$ cat src/rtl/debounce_sync.sv
// Synchronizes a raw asynchronous level into the clk domain and debounces it,
// producing a clean level plus single-cycle rise/fall pulses.
module debounce_sync #(
  parameter int   SYNC_STAGES   = 2,
  parameter int   STABLE_CYCLES = 4,
  parameter logic RESET_LEVEL   = 1'b0
) (
  input  logic clk,
  input  logic reset,
  input  logic din,
  output logic dout,
  output logic rise,
  output logic fall,
  output logic busy
);

  localparam int             CNT_W       = $clog2(STABLE_CYCLES + 1);
  localparam logic [CNT_W-1:0] LP_LAST   = CNT_W'(STABLE_CYCLES - 1);
  localparam logic [CNT_W-1:0] LP_ONE    = CNT_W'(1);
  localparam logic [CNT_W-1:0] LP_ZERO   = CNT_W'(0);
  localparam bit             LP_IMMEDIATE = (STABLE_CYCLES == 1);

  typedef enum logic [0:0] {
    ST_STABLE = 1'b0,
    ST_QUAL   = 1'b1
  } state_t;

  logic [SYNC_STAGES-1:0] r_sync;
  logic                   w_s;
  state_t                 r_state;
  state_t                 w_state_nxt;
  logic [CNT_W-1:0]       r_cnt;
  logic [CNT_W-1:0]       w_cnt_nxt;
  logic                   r_dout;
  logic                   w_dout_nxt;
  logic                   r_rise;
  logic                   w_rise_nxt;
  logic                   r_fall;
  logic                   w_fall_nxt;
  logic                   r_busy;

  // Synchronizer chain; only the last stage is ever looked at.
  always_ff @(posedge clk or posedge reset) begin
    if (reset) begin
      r_sync <= {SYNC_STAGES{RESET_LEVEL}};
    end else begin
      r_sync <= {r_sync[SYNC_STAGES-2:0], din};
    end
  end

  assign w_s = r_sync[SYNC_STAGES-1];

  // Debounce next-state: a sample matching dout always wins over qualification.
  always_comb begin
    w_state_nxt = r_state;
    w_cnt_nxt   = r_cnt;
    w_dout_nxt  = r_dout;
    w_rise_nxt  = 1'b0;
    w_fall_nxt  = 1'b0;
    case (r_state)
      ST_STABLE: begin
        if (w_s != r_dout) begin
          if (LP_IMMEDIATE) begin
            w_dout_nxt = w_s;
            w_rise_nxt = w_s;
            w_fall_nxt = ~w_s;
          end else begin
            w_cnt_nxt   = LP_ONE;
            w_state_nxt = ST_QUAL;
          end
        end else begin
          w_cnt_nxt   = LP_ZERO;
          w_state_nxt = ST_STABLE;
        end
      end
      ST_QUAL: begin
        if (w_s == r_dout) begin
          w_cnt_nxt   = LP_ZERO;
          w_state_nxt = ST_STABLE;
        end else if (r_cnt >= LP_LAST) begin
          w_dout_nxt  = w_s;
          w_rise_nxt  = w_s;
          w_fall_nxt  = ~w_s;
          w_cnt_nxt   = LP_ZERO;
          w_state_nxt = ST_STABLE;
        end else begin
          w_cnt_nxt   = r_cnt + LP_ONE;
          w_state_nxt = ST_QUAL;
        end
      end
      default: begin
        w_cnt_nxt   = LP_ZERO;
        w_state_nxt = ST_STABLE;
      end
    endcase
  end

  // State, counter and registered outputs.
  always_ff @(posedge clk or posedge reset) begin
    if (reset) begin
      r_state <= ST_STABLE;
      r_cnt   <= LP_ZERO;
      r_dout  <= RESET_LEVEL;
      r_rise  <= 1'b0;
      r_fall  <= 1'b0;
      r_busy  <= 1'b0;
    end else begin
      r_state <= w_state_nxt;
      r_cnt   <= w_cnt_nxt;
      r_dout  <= w_dout_nxt;
      r_rise  <= w_rise_nxt;
      r_fall  <= w_fall_nxt;
      r_busy  <= (w_cnt_nxt != LP_ZERO);
    end
  end

  assign dout = r_dout;
  assign rise = r_rise;
  assign fall = r_fall;
  assign busy = r_busy;

endmodule

$ cat config.mk
export PLATFORM = sky130hd
export DESIGN_NAME = debounce_sync
export DESIGN_NICKNAME = d
export VERILOG_FILES = /design/src/rtl/debounce_sync.sv
export SDC_FILE = /design/constraint.sdc
export NUM_CORES = 1
export LEC_CHECK = 0
export ABC_CLOCK_PERIOD_IN_PS = 1500
export CAP_MARGIN = 20
export CORE_AREA = 2 2 39 41
export DETAILED_ROUTE_END_ITERATION = 6
export DIE_AREA = 0 0 41 43
export SETUP_SLACK_MARGIN = 0.02
export SYNTH_ARGS = -nofsm -noshare
export SYNTH_HDL_FRONTEND = slang
export SYNTH_SLANG_ARGS = --single-unit
$ cat constraint.sdc
create_clock -name clk -period 1.5 [get_ports clk]
set_input_delay 0.3 -clock clk [delete_from_list [all_inputs] [get_ports clk]]
set_output_delay 0.3 -clock clk [all_outputs]
set_load 0.005 [all_outputs]
# Yosys cells after proc, flatten, opt, wreduce, memory -nomap -nowiden
# Cells that the tools add are included.
[totals] elab_cells=30 register_bits=10 input_bits=3 output_inout_bits=4
[classes] n_mux=14 order_cmp=1 bitwise_logic=3 n_addsub=1 n_reduce_logical=2 eq_ne=2
[op_table] op="2-to-1 mux 1 bit" count=10
[op_table] op="2-to-1 mux 3 bit" count=2
[op_table] op="one-hot mux 3 bit (2 select lines)" count=1
[op_table] op="adder 3 x 1 -> 3 bit, second input constant" count=1
[op_table] op="greater-or-equal comparator 3 x 2 -> 1 bit, second input constant" count=1
[op_table] op="NOT 1 bit" count=3
[op_table] op="AND reduction 3 bit" count=1
[op_table] op="nonzero test 3 bit" count=1
[op_table] op="one-hot mux 1 bit (2 select lines)" count=1
[op_table] op="== test 1 bit" count=1
[op_table] op="inequality test 1 bit" count=1

# Longest topological paths before layout
# Gate-level depths: netlist of run 1.
[logic_depth] ltp_word=5 mapped_depth=5 mapped_depth_nobuf=5

# Worst setup path before layout of run 1
# No wires, ideal clock.
[synth_path] kind="reg-to-reg" from="reg r_cnt[0]" to="reg r_dout (netlist: dout)" n_path_buf=0 path_slack_ns=-0.100 path_stages_with_launch=6 required_ns=1.375 synth_period_minus_slack_ns=1.600 arrival_ns=1.475 setup_ns=0.125 path_cell_list="dfrtp_1 ha_1 ha_1 a211oi_2 nand2b_4 mux2_4"
[synth_via] elab_chain_cells=2
[synth_lines] item="from (decl)" line_no="32" source="logic [CNT_W-1:0] r_cnt;"
[synth_lines] item="from (signal assigned)" line_no="109" source="r_cnt <= w_cnt_nxt;"
[synth_lines] item="greater-or-equal comparator 3 x 2 -> 1 bit" line_no="80" source="end else if (r_cnt >= LP_LAST) begin"
[synth_lines] item="AND reduction 3 bit (no source line)"
[synth_lines] item="to (signal assigned)" line_no="110" source="r_dout <= w_dout_nxt;"
[synth_lines] item="to (decl)" line_no="34" source="logic r_dout;"
# No other way between the ends.
# A chain may end at the register's enable or synchronous reset.

# Final worst setup path of run 1
[layout_path] from="reg r_cnt[1]" to="reg r_dout (netlist: dout)"
# Same word-level chain as after synthesis.

==> run metrics, run 1 <==
Clock Sinks=10; Clk Latency, worst-skew pair=260 ps; CP Data Required Time=approximately 1700 ps; core box area=0.00138 mm^2; Routed WL per cell=12.0 um; vias in the first global route=between 200 and 300; Via Count=254; initial antenna violation count=0; TritonCTS clock tree=built; max cap viols=0; FP Rows=14; outcome=finished, violations left; final-report max-slew violation count=0; leakage power=0.264 nW; unique cell type count in the Yosys netlist=14; register bit count reported by yosys=10; DRC viols=0; Cells after Synth=30; most frequent cells in the layout=dfrtp_1, clkdlybuf4s50_1, buf_4, inv_1, clkbuf_4; Layout Area Growth over Synthesis=40.6%; Setup crit end kind=flop; global-route total usage across every layer=between 10% and 20%; Final Hold Viols=0; Worst-Margin Slew=371 ps; Setup crit start kind=flop; cts bufs inserted=3; Crit Path Class=flop to flop; Routed WL=a little over 700 um; average footprint of a synthesized cell=between 10 and 15 um^2; Worst Hold Class=primary input to asynchronous set/reset pin; router iterations before antenna repair=2; die area=~0.0018 mm^2; Max Clock Freq=661 MHz; failing checks=setup timing; Yosys warning count=0; Period minus WS final=about 1500 ps; root buffer cell=clkbuf_4; Hold-fix buffers, CTS=0; Seq/Total Area, Yosys=between 60% and 70%; width of the chip=just over 40 um; max_slew headroom=roughly three quarters; I/O pins=7; RSZ-0062 raised after global routing=yes; CP max FO=3; gpl congestion=0.698; fin nets=51; largest net degree at the start of global routing=11; Max rail drop VDD=0.733 mV; fin crit share=101%; layout cells sized above 1=between 20 and 30%; commonest non-fill, non-tap cell in the layout=dfrtp_1; first-pass GRT wire length=roughly 1300 um; Cell Area, Synth=~400 um^2; # setup viols final=1; Initial DRC Count=1; setup TNS=-13.5 ps; ant diodes=0; syn nets=35; Worst EP arrival=~1700 ps; Power Density=1860 mW/mm^2; H-tree level count=1; Clock Path Buffers=2; Worst Setup Slack, final=-13.5 ps; Total Power=about 1.0 mW; Remaining Overflow, GRT=0; die height=roughly 43 um; vias per inst=between 4 and 5; IO buf count=6; post-route ant nets=0; Clock transition at path regs=about 60 ps; effective utilization at floorplan=slightly below 30%; pre-CTS setup slack=-50.0 ps; skew final=~8.7 ps
==> through the flow <==
stage,utilization [%],std cells,hold slack [ps],instance area [um^2]
CTS,40.1,59,315,556
detailed placement,36.7,55,340,508
floorplan,-,30,140,405
finish,40.7,60,317,563
global placement,36.7,55,344,508
global route,40.7,60,345,563
==> cells in the mapped netlist <==
cell / count / area (um^2)
nor2_1: 2 / 7.51
a21oi_1: 2 / 10.0
mux2_4: 1 / 15.0
nand2b_4: 1 / 13.8
nand2_1: 1 / 3.75
nand3b_1: 2 / 15.0
inv_1: 3 / 11.3
xnor2_1: 1 / 8.76
or3_1: 1 / 6.26
nor3b_1: 2 / 15.0
ha_1: 2 / 25.0
nor2b_1: 1 / 6.26
a211oi_2: 1 / 12.5
dfrtp_1: 10 / 250
==> what timing repair did <==
item                       in CTS  in global routing
pin swaps                       0                  0
gates resized for setup         2                  0
setup endpoints to repair       2                  2
buffers inserted                1                  1
==> critical path: stages (launching register included) <==
cell and delay (ps):
dfrtp_1 380, ha_2 200, ha_4 160, a211oi_4 190, nand2b_4 180, mux2_4 290
==> state kept, by name, summed over array words and instances (netlist names) <==
| signal | count |
|---|---|
| r_cnt | 3 |
| r_sync | 2 |
| busy | 1 |
| dout | 1 |
| fall | 1 |
| r_state | 1 |
| rise | 1 |
==> cell type report <==
| type | count | area (um^2) |
|---|---|---|
| clock buffer | 3 | 22.5 |
| fill | 132 | 821 |
| inverter | 3 | 11.3 |
| multi-input combinational | 17 | 161 |
| sequential | 10 | 250 |
| tap | 16 | 20.0 |
| timing repair buffer | 11 | 97.6 |
==> cells by family (layout without fill, tap and decap cells) <==
logic type / after synthesis / count (layout) / synth area share [%]
flip-flops: 10 / 10 / 62.5
XOR/XNOR: 1 / 1 / 2.19
multiplexers: 1 / 1 / 3.75
buffers and inverters: 3 / 17 / 2.81
adder cells (fa/ha/maj): 2 / 2 / 6.25
AND/OR/NAND/NOR: 10 / 10 / 16.9
AO/OA/AOI/OAI: 3 / 3 / 5.62
==> layer usage <==
metal  vias to the layer above  track usage (%)  share of wire, %
met5                         -                0                 0
met4                         0             8.00                 0
met3                         0             3.14               3.3
met2                         5             18.8                61
met1                       120             12.6                36
li1                        129                -                 -
==> path summary, 6_finish.rpt <==
path / cells past startpoint / slack [ps] / start / to
worst min register to register: 0 / 360 / r_sync[0] / r_sync[1]
worst max register to register: 5 / -10 / r_cnt[1] / dout
worst max-delay path: 5 / -10 / r_cnt[1] / dout
worst min-delay path: 2 / 320 / reset / r_state
min in group clk: 0 / 360 / r_sync[0] / r_sync[1]
max in group asynchronous: 2 / 910 / reset / r_cnt[1]
==> report_power, final <==
| group | switching, mW | total, mW | internal [mW] |
|---|---|---|---|
| Combinational | 0.183 | 0.471 | 0.288 |
| Clock | 0.0825 | 0.175 | 0.0922 |
| Sequential | 0.0540 | 0.401 | 0.347 |
(Power assumes the default switching activity.)
==> run 2, diff against run 1 <==
--- a/config.mk
+++ b/config.mk
@@ -7,9 +7,14 @@
 export LEC_CHECK = 0
 export ABC_CLOCK_PERIOD_IN_PS = 1500
 export CAP_MARGIN = 20
+export CELL_PAD_IN_SITES_DETAIL_PLACEMENT = 1
+export CELL_PAD_IN_SITES_GLOBAL_PLACEMENT = 1
 export CORE_AREA = 2 2 39 41
 export DETAILED_ROUTE_END_ITERATION = 6
 export DIE_AREA = 0 0 41 43
+export PLACE_DENSITY_LB_ADDON = 0.1
+export RECOVER_POWER = 25
+export REMOVE_ABC_BUFFERS = 1
 export SETUP_SLACK_MARGIN = 0.02
 export SYNTH_ARGS = -nofsm -noshare
 export SYNTH_HDL_FRONTEND = slang
==> run metrics, run 2 (synthesis results as in run 1) <==
cts bufs inserted=3; failing checks=setup timing; max FFs per register=3; leakage power=about 0.29 nW; crit-path cells=ha_2, ha_4, a211oi_4, nand2b_4, mux2_4; hold slack=362 ps; Max Clock Freq=~660 MHz; top flop regs=r_cnt (3), r_sync (2); Period minus WS final=roughly 1500 ps; Clock Path Buffers=2; vias per inst=4.57; Post-DP Area=a little over 500 um^2; Worst Setup Slack, final=-9.67 ps; Final Hold Viols=0; Final Cell Area=roughly 590 um^2; Layout Area Growth over Synthesis=46.6%; Worst Hold Class=flop to flop; effective utilization at floorplan=between 20% and 30%; # setup viols final=1; skew final=approximately 1.2 ps; outcome=finished, violations left; utilization after layout=between 40% and 50%; largest net degree at the start of global routing=11; WP buf/inv=0; initial antenna violation count=0; Worst EP arrival=about 1700 ps; Multi-input gate area=between 150 and 200 um^2; RSZ-0062 raised after global routing=yes; die height=~43 um; root buffer cell=clkbuf_4; CP Data Required Time=roughly 1700 ps; Critical Path Max Stage Delay=390 ps; DRC viols=0; Routed WL=between 700 and 800 um; Total Power=between 1 and 1.5 mW; Clock transition at path regs=around 70 ps; I/O pins=7; ant diodes=0; H-tree level count=1; Power Density=between 1500 and 2000 mW/mm^2; IO buf count=6; commonest non-fill, non-tap cell in the layout=dfrtp_1; core box area=about 0.0014 mm^2; Crit-path slowest cell=dfrtp_1; final-report max-slew violation count=0; Hold-fix buffers, CTS=0; CP max FO=2; width of the chip=41 um; gpl congestion=between 0.6 and 0.7; max cap viols=0; Via Count=about 280; fin nets=51; max_slew headroom=68.7%; Initial DRC Count=0; Worst-Margin Slew=roughly 470 ps; Routed WL per cell=between 10 and 15 um; TritonCTS clock tree=built; Clk Latency, worst-skew pair=about 260 ps; Setup crit end kind=flop; Setup crit start kind=flop; global-route total usage across every layer=around an eighth; Most flops, register=r_cnt; router iterations before antenna repair=1; setup TNS=-9.67 ps; crit-path leading delay family=flip-flops; Fillers=approximately 140; Remaining Overflow, GRT=0; hpwl dp=around 570 um; Clock Sinks=10; first-pass GRT wire length=approximately 1400 um; fin crit share=101%; FP Rows=14; post-route ant nets=0; Max rail drop VDD=between 0.6 and 0.7 mV; layout cells sized above 1=33.3%; Crit Path Class=flop to flop; die area=~0.0018 mm^2; vias in the first global route=between 300 and 400; Sequential Area=250 um^2; most frequent cells in the layout=dfrtp_1, buf_4, inv_1, clkbuf_4, clkdlybuf4s50_1
[run 2: cell types whose count changed in the layout (fill, tap and decap cells not counted)]
cell and change:
clkdlybuf4s50_1 -3, dlygate4sd3_1 +2, clkbuf_8 +1, dlymetal6s2s_1 +1, nor2b_1 -1, nor2b_4 +1
[run 2: worst paths after layout]
path	endpoint	from	depth (start not counted)	slack, ps
worst min register to register	r_sync[1]	r_sync[0]	0	360
worst min-delay path	r_sync[1]	r_sync[0]	0	360
worst max register to register	dout	r_cnt[1]	5	-10
max in group asynchronous	fall	reset	2	780
min in group asynchronous	r_sync[1]	reset	2	450
worst max-delay path	dout	r_cnt[1]	5	-10
[run 2: where the power goes]
group          internal [mW]  switching [mW]  leakage (nW)
Combinational          0.300           0.205         0.143
Clock                  0.147          0.0915        0.0210
Sequential             0.347          0.0547         0.127
[run 2: layout make-up]
cell class | count | area share, %
clock buffer | 4 | 6.18
tap | 16 | 3.41
timing repair buffer | 11 | 17.1
multi-input combinational | 17 | 28.8
inverter | 3 | 1.92
sequential | 10 | 42.6
[run 2: metal layers]
metal | up-vias | routed length (um) | GRT usage [%]
li1 | 129 | - | -
met1 | 143 | 314 | 12.5
met2 | 5 | 439 | 20.9
met3 | 2 | 26 | 2.09
met4 | 0 | 11 | 10.0
met5 | - | 0 | 0
[run 2: metrics by stage]
step	worst slack, ps	instances
after floorplan	-99.9	30
after global placement	-78.0	55
after detailed placement	-143	55
after CTS	-26.8	61
after global routing	-70.6	61
final	-9.67	61
[run 2: repair_timing]
action | in CTS | in global routing
endpoints found under the setup margin | 2 | 3
gates resized for setup | 4 | 3
setup buffers | 2 | 0
pin swaps | 2 | 0
gates cloned | 0 | 0
